===== src/rtl/act_stream_ctrl_pkg.sv =====
// Shared definitions for the activation streamer: FSM states and SRAM timing.
package act_stream_ctrl_pkg;

  typedef enum logic [1:0] {
    S_IDLE  = 2'd0,
    S_RUN   = 2'd1,
    S_DRAIN = 2'd2,
    S_DONE  = 2'd3
  } state_e;

  localparam int XMEM_RD_LAT = 1;
  // One slot per word that can still be in flight when L0 stalls.
  localparam int SKID_DEPTH  = XMEM_RD_LAT + 1;

  function automatic logic is_streaming(input state_e s);
    return (s == S_RUN) || (s == S_DRAIN);
  endfunction

endpackage


===== src/rtl/act_stream_ctrl_skid_fifo.sv =====
// stream_skid_fifo: 2-entry FIFO that absorbs SRAM words arriving while L0 is full.
module stream_skid_fifo #(
  parameter int DATA_W = 32
) (
  input  logic              clk,
  input  logic              reset,
  input  logic              push_i,
  input  logic              pop_i,
  input  logic [DATA_W-1:0] data_i,
  output logic [DATA_W-1:0] data_o,
  output logic [1:0]        count_o,
  output logic              empty_o,
  output logic              full_o
);

  logic [DATA_W-1:0] mem_q [2];
  logic              wr_ptr_q;
  logic              rd_ptr_q;
  logic [1:0]        count_q;
  logic [1:0]        count_d;

  // NOTE: the data array has no reset; contents are only observable through
  // count_q, which is reset, so clearing the storage would buy nothing.
  always_ff @(posedge clk) begin
    if (push_i) mem_q[wr_ptr_q] <= data_i;
  end

  always_comb begin
    count_d = count_q;
    case ({push_i, pop_i})
      2'b10:   count_d = count_q + 2'd1;
      2'b01:   count_d = count_q - 2'd1;
      default: count_d = count_q;
    endcase
  end

  always_ff @(posedge clk or posedge reset) begin
    if (reset) begin
      wr_ptr_q <= 1'b0;
      rd_ptr_q <= 1'b0;
      count_q  <= 2'd0;
    end else begin
      if (push_i) wr_ptr_q <= ~wr_ptr_q;
      if (pop_i)  rd_ptr_q <= ~rd_ptr_q;
      count_q <= count_d;
    end
  end

  assign data_o  = mem_q[rd_ptr_q];
  assign count_o = count_q;
  assign empty_o = (count_q == 2'd0);
  assign full_o  = (count_q == 2'd2);

  a_no_overflow:  assert property (@(posedge clk) disable iff (reset) !(push_i && full_o));
  a_no_underflow: assert property (@(posedge clk) disable iff (reset) !(pop_i && empty_o));

endmodule


===== src/rtl/act_stream_ctrl.sv =====
// Activation streamer: strided SRAM burst reads forwarded to corelet L0 with skid buffering.
// Optional stall counter enabled by defining STREAM_PERF_EN.
module act_stream_ctrl
  import act_stream_ctrl_pkg::*;
#(
  parameter  int BW     = 4,
  parameter  int ROW    = 8,
  parameter  int ADDR_W = 11,
  parameter  int LEN_W  = 12,
  localparam int DATA_W = BW * ROW
) (
  input  logic              clk,
  input  logic              reset,
  input  logic              start,
  input  logic [ADDR_W-1:0] base_addr,
  input  logic [ADDR_W-1:0] stride,
  input  logic [LEN_W-1:0]  length,
  output logic              busy,
  output logic              done,
  output logic              CEN_xmem,
  output logic              WEN_xmem,
  output logic [ADDR_W-1:0] A_xmem,
  input  logic [DATA_W-1:0] Q_act,
  input  logic              l0_full,
  output logic              l0_wr,
  output logic [DATA_W-1:0] l0_in,
  output logic [31:0]       stall_cycles
);

  state_e            state_q, state_d;
  logic [ADDR_W-1:0] cur_addr_q, cur_addr_d;
  logic [ADDR_W-1:0] stride_q, stride_d;
  logic [LEN_W-1:0]  len_q, len_d;
  logic [LEN_W-1:0]  issued_q, issued_d;
  logic              rd_pend_q;

  logic              issue;
  logic              accept_start;
  logic              skid_push, skid_pop, skid_empty, skid_full;
  logic [1:0]        skid_count;
  logic [DATA_W-1:0] skid_head;
  logic              direct_wr;

  assign accept_start = (state_q == S_IDLE) && start;

  // Reads are throttled so every word in flight already owns a skid slot.
  assign issue = (state_q == S_RUN) && (issued_q < len_q) && !l0_full &&
                 ((3'(skid_count) + 3'(rd_pend_q)) < 3'(SKID_DEPTH));

  assign CEN_xmem = ~issue;
  assign WEN_xmem = 1'b1;
  assign A_xmem   = issue ? cur_addr_q : '0;

  assign skid_pop  = !skid_empty && !l0_full;
  assign direct_wr = skid_empty && rd_pend_q && !l0_full;
  assign skid_push = rd_pend_q && !direct_wr;

  assign l0_wr = skid_pop || direct_wr;
  assign l0_in = skid_pop  ? skid_head :
                 direct_wr ? Q_act     : '0;

  assign busy = (state_q != S_IDLE);
  assign done = (state_q == S_DONE);

  // NOTE: every variable gets a default before the case so no path leaves
  // it unassigned, which would otherwise infer a latch.
  always_comb begin
    state_d    = state_q;
    cur_addr_d = cur_addr_q;
    stride_d   = stride_q;
    len_d      = len_q;
    issued_d   = issued_q;
    case (state_q)
      S_IDLE: begin
        if (start) begin
          cur_addr_d = base_addr;
          stride_d   = stride;
          len_d      = length;
          issued_d   = '0;
          state_d    = (length == '0) ? S_DONE : S_RUN;
        end
      end
      S_RUN: begin
        if (issue) begin
          cur_addr_d = cur_addr_q + stride_q;
          issued_d   = issued_q + 1'b1;
        end
        if (issued_q == len_q) state_d = S_DRAIN;
      end
      S_DRAIN: begin
        if (!rd_pend_q && skid_empty) state_d = S_DONE;
      end
      default: state_d = S_IDLE;
    endcase
  end

  // NOTE: state registers use non-blocking assignments so every flop samples
  // the pre-edge values, independent of block ordering.
  always_ff @(posedge clk or posedge reset) begin
    if (reset) begin
      state_q    <= S_IDLE;
      cur_addr_q <= '0;
      stride_q   <= '0;
      len_q      <= '0;
      issued_q   <= '0;
      rd_pend_q  <= 1'b0;
    end else begin
      state_q    <= state_d;
      cur_addr_q <= cur_addr_d;
      stride_q   <= stride_d;
      len_q      <= len_d;
      issued_q   <= issued_d;
      rd_pend_q  <= issue;
    end
  end

  stream_skid_fifo #(
    .DATA_W (DATA_W)
  ) u_skid (
    .clk     (clk),
    .reset   (reset),
    .push_i  (skid_push),
    .pop_i   (skid_pop),
    .data_i  (Q_act),
    .data_o  (skid_head),
    .count_o (skid_count),
    .empty_o (skid_empty),
    .full_o  (skid_full)
  );

`ifdef STREAM_PERF_EN
  logic [31:0] stall_q, stall_d;

  always_comb begin
    stall_d = stall_q;
    if (accept_start) begin
      stall_d = '0;
    end else if (is_streaming(state_q) && l0_full && (!skid_empty || rd_pend_q) &&
                 (stall_q != '1)) begin
      stall_d = stall_q + 32'd1;
    end
  end

  always_ff @(posedge clk or posedge reset) begin
    if (reset) stall_q <= '0;
    else       stall_q <= stall_d;
  end

  assign stall_cycles = stall_q;
`else
  assign stall_cycles = '0;
`endif

endmodule

===== config.mk =====
export PLATFORM = sky130hd
export DESIGN_NAME = act_stream_ctrl
export DESIGN_NICKNAME = d
export VERILOG_FILES = /design/src/rtl/act_stream_ctrl_pkg.sv /design/src/rtl/act_stream_ctrl_skid_fifo.sv /design/src/rtl/act_stream_ctrl.sv
export SDC_FILE = /design/constraint.sdc
export NUM_CORES = 1
export LEC_CHECK = 0
export BUFFER_PORTS_ARGS = -buffer_cell sky130_fd_sc_hd__buf_2
export CAP_MARGIN = 15
export CORE_MARGIN = 2
export CORE_UTILIZATION = 31
export CTS_CLUSTER_SIZE = 16
export DETAILED_ROUTE_END_ITERATION = 8
export PLACE_DENSITY = 0.59
export SKIP_CTS_REPAIR_TIMING = 1
export SLEW_MARGIN = 30
export SYNTH_ARGS = -nofsm -noshare
export SYNTH_HDL_FRONTEND = slang
export SYNTH_HIERARCHICAL = 1
export SYNTH_SLANG_ARGS = --single-unit

===== constraint.sdc =====
create_clock -name clk -period 8.3 [get_ports clk]
set_clock_uncertainty 0.2 [all_clocks]
set_input_delay 0.83 -clock clk [delete_from_list [all_inputs] [get_ports clk]]
set_output_delay 0.83 -clock clk [all_outputs]
set_load 0.05 [all_outputs]

# After elaboration in Yosys (flattened, before gate mapping)
# Memories as Yosys holds them, arrays and structs flattened.
# Index checks and enable logic that the tools add are counted.
[totals] reg_bits=53 latch_bits=0 ram_bits=64 romBits=0 in_bits=70 out_inout_bits=80 wordCells=69 mem_count=1
[memory_table] name="u_skid.mem_q" words=2 width=32 rd=1 rd_clocked_by_memory_dff=0 write_ports=1 line="act_stream_ctrl_skid_fifo.sv:16" rtl="logic [DATA_W-1:0] mem_q [2];"
[op_classes] add_sub_neg=5 n_mul=0 div=0 n_lt_le_gt_ge=2 n_eq_ne=10 shifts=0 mux=17 bitwise_logic=3 reduce_logical=22
[op_table] operator="32-bit two-way mux" count=2
[op_table] operator="11-bit two-way mux" count=3
[op_table] operator="12-bit two-way mux" count=2
[op_table] operator="12-bit case mux with 2 select lines" count=1
[op_table] operator="11-bit case mux with 2 select lines" count=1
[op_table] operator="12-bit by 1-bit adder with 12-bit output, second input constant" count=1
[op_table] operator="12-bit == test" count=1
[op_table] operator="12-bit logical NOT" count=1
[op_table] operator="12-bit less-than comparator" count=1
[op_table] operator="11-bit adder" count=1
[op_table] operator="1-bit logical AND" count=8
[op_table] operator="2-bit two-way mux" count=4
[op_table] operator="2-bit == test, second input constant" count=3
[op_table] operator="2-bit inequality test, second input constant" count=3
[op_table] operator="2-bit case mux with 3 select lines" count=1
[op_table] operator="3-bit AND reduction" count=2
[op_table] operator="2-bit nonzero test" count=3
[op_table] operator="2-bit by 1-bit == test with 1-bit output, second input constant" count=2
[op_table] operator="1-bit logical NOT" count=4
[op_table] operator="2-bit logical NOT" count=2
[op_table] operator="2-bit case mux with 2 select lines" count=1
[op_table] operator="2-bit by 1-bit adder with 3-bit output" count=1
[op_table] operator="3-bit by 2-bit less-than comparator with 1-bit output, second input constant" count=1
[op_table] operator="1-bit inverter" count=3
[op_table] operator="other kinds (6)" count=7

# Logic depth before layout (Yosys ltp)
# Gate-level depths: netlist of the first run.
[depth] word_depth=7 depth_mapped=10 depth_no_buf=9

# Hierarchy
# Netlist of the first run, hierarchy kept.
[by_module_without_submodules] mod="act_stream_ctrl" instances=1 cells_each=421 area_each_um2=3946.3 seq_area_each_um2=1226.2
[by_module_without_submodules] mod="stream_skid_fifo" instances=1 cells_each=117 area_each_um2=2650.0 seq_area_each_um2=2021.9

# Worst setup path before layout of the first run
# No wires, ideal clock.
[synth_path] path_kind="input-to-output" start="input l0_full" end="output A_xmem[8]" arrival_time_ps=2472 t_required_ps=7270 path_slack_ps=4798 stages=6 n_path_buf=1 cell_sequence="nor4b_2 > o211ai_2 > nor3_4 > a21oi_2 > buf_6 > nor2_1"
[synth_between] elab_chain_cells=4
[synth_lines] item="from (decl)" line="act_stream_ctrl.sv:24" rtl="input logic l0_full,"
[synth_lines] item="1-bit logical NOT" line="act_stream_ctrl.sv:47" rtl="assign issue = (state_q == S_RUN) && (issued_q < len_q) && !l0_full &&"
[synth_lines] item="1-bit logical AND (2 in series)" line="act_stream_ctrl.sv:47"
[synth_lines] item="11-bit two-way mux" line="act_stream_ctrl.sv:52" rtl="assign A_xmem = issue ? cur_addr_q : '0;"
[synth_lines] item="to (decl)" line="act_stream_ctrl.sv:22" rtl="output logic [ADDR_W-1:0] A_xmem,"
# Every way passes these cells.

# Worst setup path in the final report of the first run
[layout_path] start="register state_q[1]" end="output A_xmem[9]"
[layout_between] elab_chain_cells=5
[layout_lines] item="from (decl)" line="act_stream_ctrl.sv:30" rtl="state_e state_q, state_d;"
[layout_lines] item="from (signal assigned)" line="act_stream_ctrl.sv:108" rtl="state_q <= state_d;"
[layout_lines] item="2-bit by 1-bit == test with 1-bit output" line="act_stream_ctrl.sv:47"
[layout_lines] item="1-bit logical AND (3 in series)" line="act_stream_ctrl.sv:47"
[layout_lines] item="11-bit two-way mux" line="act_stream_ctrl.sv:52"
# Every way passes these cells.

==> results of run 1 <==
through the flow:
stage / area, um^2 / hold slack, ns / setup WS (ns) / power, mW / util
6_report: 7910 / 0.112 / 3.94 / 1.91 / 0.378
3_3_place_gp: 7270 / 0.289 / 4.48 / 1.14 / 0.347
3_5_place_dp: 7270 / 0.293 / 4.38 / 1.13 / 0.347
5_1_grt: 7910 / 0.111 / 3.66 / 1.99 / 0.377
2_1_floorplan: 6710 / 0.256 / 4.80 / 1.08 / -
4_1_cts: 7910 / 0.0986 / 3.90 / 1.94 / 0.377
per-layer routing:
layer | up-vias | GRT usage | wire length [um]
li1 | 2169 | - | -
met1 | 2180 | 0.171 | 6610
met2 | 137 | 0.218 | 6760
met3 | 13 | 0.0360 | 905
met4 | 0 | 0.0368 | 151
met5 | - | 0 | 0
power breakdown:
group | leakage, nW | internal (mW) | switching, mW
combinational | 1.98 | 0.170 | 0.265
sequential | 1.26 | 0.627 | 0.0542
clock | 0.299 | 0.531 | 0.266
registers in the layout (all words and copies together) (netlist names):
name / cells
stride_q: 11
u_skid/mem_q: 64
u_skid/count_o: 2
u_skid/rd_ptr_q: 1
len_q: 12
state_q: 2
cur_addr_q: 11
rd_pend_q: 1
u_skid/wr_ptr_q: 1
issued_q: 12
final cells by class:
class	instances	area, um^2
inverter	34	128
clock inverter	13	203
tap	275	344
timing repair buffer	123	633
multi-input combinational	359	2920
sequential	117	3250
antenna	1	2.50
clock buffer	19	433
fill	2084	13000
critical path, stage by stage (launching register included):
cell,delay (ns)
dfrtp_1,0.41
inv_1,0.08
ha_1,0.18
buf_4,0.25
nor4b_2,0.22
o211ai_2,0.11
nor2b_1,0.13
a21oi_2,0.59
inv_2,0.43
and2_1,0.30
buf_2,0.21
worst paths after layout:
check	slack, ns	from	depth (start not counted)	to
max in group asynchronous	7.05	reset	3	stride_q[8]$_DFFE_PP0P_
worst min-delay path	0.11	reset	2	u_skid/count_o[0]$_DFFE_PP0P_
worst min register to register	0.31	len_q[5]$_DFFE_PP0P_	1	len_q[5]$_DFFE_PP0P_
min in group clk	0.31	len_q[5]$_DFFE_PP0P_	1	len_q[5]$_DFFE_PP0P_
worst max register to register	5.00	state_q[1]$_DFFE_PP0P_	9	cur_addr_q[6]$_DFFE_PP0P_
worst max-delay path	3.94	state_q[1]$_DFFE_PP0P_	10	A_xmem[9]
==> run_results.csv, run 1 <==
group,metric,value,unit
finish,final_cells,941,
cts,clockBufferDepth,2,
floorplanning,dieArea,22400,um^2
timing,grt_setup_unrepaired,"false",
floorplanning,core_area,21000,um^2
cts,root_buffer,"clkbuf_16",
finish,final_common_cell,"buf_2",
finish,syn_to_final_growth,20.1,%
global_routing,grt_pass1_vias,4424,
timing,tightest_slew,0.804,ns
cts,htreeDepth,4,
yosys,avgSynthCellArea,12.3,um^2
place,place_inst,908,
yosys,synth_area,6590,um^2
timing,drv_slew,0,
cts,cts.sinks,117,
run,maxCapViolCount,0,
route,drt-pass1-iter-count,4,
power_and_ir_drop,p_per_area,242,nW/um^2
global_routing,grt_use_total,0.132,
timing,fin_setup_tns,0,ns
place,routabilityCongestion,0.725,
timing,hold_viol_final,0,
floorplanning,io_pins,150,
floorplanning,die_y,150,um
setup_path,arrival,3.33,ns
route,route.detailed.drc,0,
global_routing,grt_max_degree,50,
floorplanning,num_rows,53,
route,ant_nets,0,
timing,setup_violations,0,
setup_path,path_max_fanout,34,
finish,final_cell_mix,"116 x buf_2, 64 x edfxtp_1, 52 x dfrtp_1",
global_routing,antenna_found_initial,1,
yosys,yosys_warnings,6,
power_and_ir_drop,power.leakage,3.54,nW
setup_path,end_kind,"output pin",
route,route.vias.total,4499,
route,wire_per_inst,15.3,um
place,portBuffers,116,
floorplanning,dieWidth,150,um
setup_path,cp-start-kind,"flop",
cts,cts_tree,"done",
route,via_per_inst,4.78,
timing,fin_crit_sh,0.526,
setup_path,worstPathRequired,7.27,ns
setup_path,crit_type,"flop to output pin",
global_routing,grt_overflow,0,
finish,fin_nets,752,
finish,drive_gt1_frac,0.344,
timing,slew_headroom,0.462,
hold_path,min_path_type,"primary input to async pin",
run_status,run_status,"finished clean",
timing,fmax,229,MHz
power_and_ir_drop,ir_drop,0.000141,V
route,totalWireLength,14.4,mm
yosys,synthCells,537,
floorplanning,start_util,0.314,
route,first_iter_violations,265,
cts,cts_inserted_buffers,17,
cts,clock_latency,0.41,ns
cts,clkSlewWorstSetupHoldPaths,0.05,ns
place,dp_hpwl,9.86,mm
timing,min_period,4.36,ns
global_routing,grt_pass1_wl,23.1,mm
(Power assumes the default switching activity.)
==> run 2, diff against run 1 <==
Settings changed: ABC_AREA set to 1.
Clock period 8.3 ns to 4.6 ns, I/O delays scaled along.
==> run_results.csv, run 2 <==
group,metric,value,unit
floorplanning,start_util,0.317,
setup_path,slowest_stage,"ha_1",
global_routing,grt_pass1_vias,4653,
place,dp_hpwl,10.7,mm
cts,htreeDepth,4,
power_and_ir_drop,seqPwrFrac,0.287,
route,route.detailed.drc,0,
cts,root_buffer,"clkbuf_16",
timing,drv_slew,0,
timing,fin_crit_sh,0.722,
floorplanning,dieWidth,151,um
finish,multi_input_area,2700,um^2
global_routing,grt_pass1_wl,23.5,mm
setup_path,crit_type,"flop to output pin",
timing,fmax,301,MHz
place,postPlaceCellArea,7370,um^2
setup_path,arrival,2.66,ns
finish,final_common_cell,"nand2_1",
timing,min_period,3.32,ns
hold_path,min_from,"Q_act[23]",
cts,clockBufferDepth,2,
global_routing,grt_overflow,0,
yosys,yosys_warnings,6,
setup_path,slowest_delay,0.58,ns
yosys,synth_area,6680,um^2
global_routing,antenna_found_initial,1,
finish,fillers,2159,
hold_path,min_path_cells,1,
setup_path,critical_path_buf_inv_count,2,
setup_path,cp-start-kind,"flop",
setup_path,end_kind,"output pin",
cts,cts_inserted_buffers,17,
finish,regMostFlops,"u_skid/mem_q",
hold_path,min_path_type,"primary input to flop",
power_and_ir_drop,ir_drop,0.000370,V
yosys,synthCells,726,
finish,largest_register_ffs,64,
setup_path,path_cells,"inv_1 > ha_1 > nand2_1 > nor2_1 > nand2_1 > nor2_2 > nand3_4 > nor2_1 > buf_2",
power_and_ir_drop,combPwrFrac,0.437,
power_and_ir_drop,switchingPower,2.31,mW
power_and_ir_drop,p_per_area,680,nW/um^2
finish,final_cell_area,8060,um^2
global_routing,grt_max_degree,50,
finish,final_util,0.382,
place,place_inst,1097,
timing,fin_setup_tns,0,ns
hold_path,min_to,"u_skid/mem_q[1][23]$_DFFE_PP_",
setup_path,cp_top_family,"simple AND/OR/NAND/NOR gates",
cts,cts.sinks,117,
timing,fin_hold_ws,0.0491,ns
run,maxCapViolCount,0,
timing,setup_violations,0,
route,wire_per_inst,13.1,um
timing,tightest_slew,0.885,ns
setup_path,reg2reg_from,"state_q[1]$_DFFE_PP0P_",
power_and_ir_drop,p_sw_frac,0.422,
finish,syn_to_final_growth,20.6,%
floorplanning,die_y,151,um
timing,hold_viol_final,0,
finish,drive_gt1_frac,0.244,
power_and_ir_drop,clkPwrFrac,0.276,
route,route.vias.total,4945,
route,drt-pass1-iter-count,4,
route,first_iter_violations,184,
floorplanning,core_area,21100,um^2
cts,clock_latency,0.41,ns
finish,fin_nets,942,
route,ant_nets,0,
setup_path,reg2reg_depth,9,
finish,final_cells,1131,
run_status,run_status,"finished clean",
cts,clkSlewWorstSetupHoldPaths,0.06,ns
setup_path,worstPathRequired,3.94,ns
power_and_ir_drop,internal_power,3.16,mW
finish,regArea,3250,um^2
floorplanning,num_rows,53,
power_and_ir_drop,power.leakage,3.90,nW
global_routing,grt_use_total,0.134,
timing,slew_headroom,0.409,
cts,cts_tree,"done",
setup_path,path_max_fanout,18,
setup_path,r2r-end,"cur_addr_q[1]$_DFFE_PP0P_",
place,routabilityCongestion,0.847,
floorplanning,io_pins,150,
route,totalWireLength,14.8,mm
place,portBuffers,116,
route,via_per_inst,4.37,
finish,biggestRegsByFlops,"u_skid/mem_q x64, issued_q x12, len_q x12",
timing,grt_setup_unrepaired,"false",
setup_path,regToRegSetupSlack,1.51,ns
finish,final_cell_mix,"173 x nand2_1, 116 x buf_2, 112 x inv_1",
yosys,avgSynthCellArea,9.20,um^2
floorplanning,dieArea,22700,um^2
run 2: changes by cell type in the layout (fill, tap and decap cells not counted), moves of 7 or more:
cell      before  now
a21oi_1       10   18
o21ai_0       12   20
and2_1        11    1
nand2_1       10  173
nor2_1        25   42
inv_1         32  112
mux2_2        37   11
nor3_1         1    9
mux2_4        29    0
a31oi_1        7    0
o21ai_2        0   32
o211ai_1       7    0
run 2: worst max path at each step:
stage	from	end	slack, ns	cells past startpoint
final	state_q[1]$_DFFE_PP0P_	A_xmem[9]	1.28	9
after global routing	state_q[1]$_DFFE_PP0P_	A_xmem[9]	1.06	9
after CTS	state_q[1]$_DFFE_PP0P_	A_xmem[8]	1.23	9
after detailed placement	state_q[1]$_DFFE_PP0P_	cur_addr_q[1]$_DFFE_PP0P_	1.46	9
after global placement	state_q[1]$_DFFE_PP0P_	issued_q[9]$_DFFE_PP0P_	1.62	9
after floorplan	u_skid/count_o[0]$_DFFE_PP0P_	u_skid/mem_q[0][0]$_DFFE_PP_	1.59	7
run 2: power groups by stage:
| stage | clock (mW) | combinational (mW) | sequential (mW) |
|---|---|---|---|
| finish | 1.51 | 2.39 | 1.57 |
| detailed placement | 0 | 2.41 | 1.60 |
| global route | 1.60 | 2.68 | 1.62 |
| CTS | 1.54 | 2.42 | 1.58 |
| global placement | 0 | 2.37 | 1.59 |
| floorplan | 0 | 2.11 | 1.49 |
run 2: final cells by class:
type	count	area share
clock inverters	15	0.0312
multi-input cells	469	0.335
inverters	113	0.0526
clock buffers	17	0.0528
flip-flops and latches	117	0.403
well taps	275	0.0427
diodes	1	0.000311
repair buffers	124	0.0823
run 2: worst reg2reg max path: stages, from the launching register on:
cell,delay [ns]
dfrtp_1,0.43
inv_1,0.10
ha_1,0.58
nand2_1,0.11
nor2_1,0.13
nand2_1,0.07
nor2_2,0.13
nand3_4,0.23
a21oi_4,0.75
o21ai_0,0.20
run 2: per-stage QoR:
step | power (mW) | setup slack (ns)
after floorplan | 3.60 | 1.59
after global placement | 3.96 | 1.62
after detailed placement | 4.01 | 1.46
after CTS | 5.54 | 1.23
after global routing | 5.89 | 1.06
final | 5.48 | 1.28
run 2: routing by layer:
layer  GRT usage  vias to the layer above  part of all wire
li1            -                     2545                 -
met1       0.170                     2268              0.46
met2       0.227                      118              0.48
met3      0.0310                       14             0.053
met4      0.0421                        0             0.012
met5           0                        -                 0
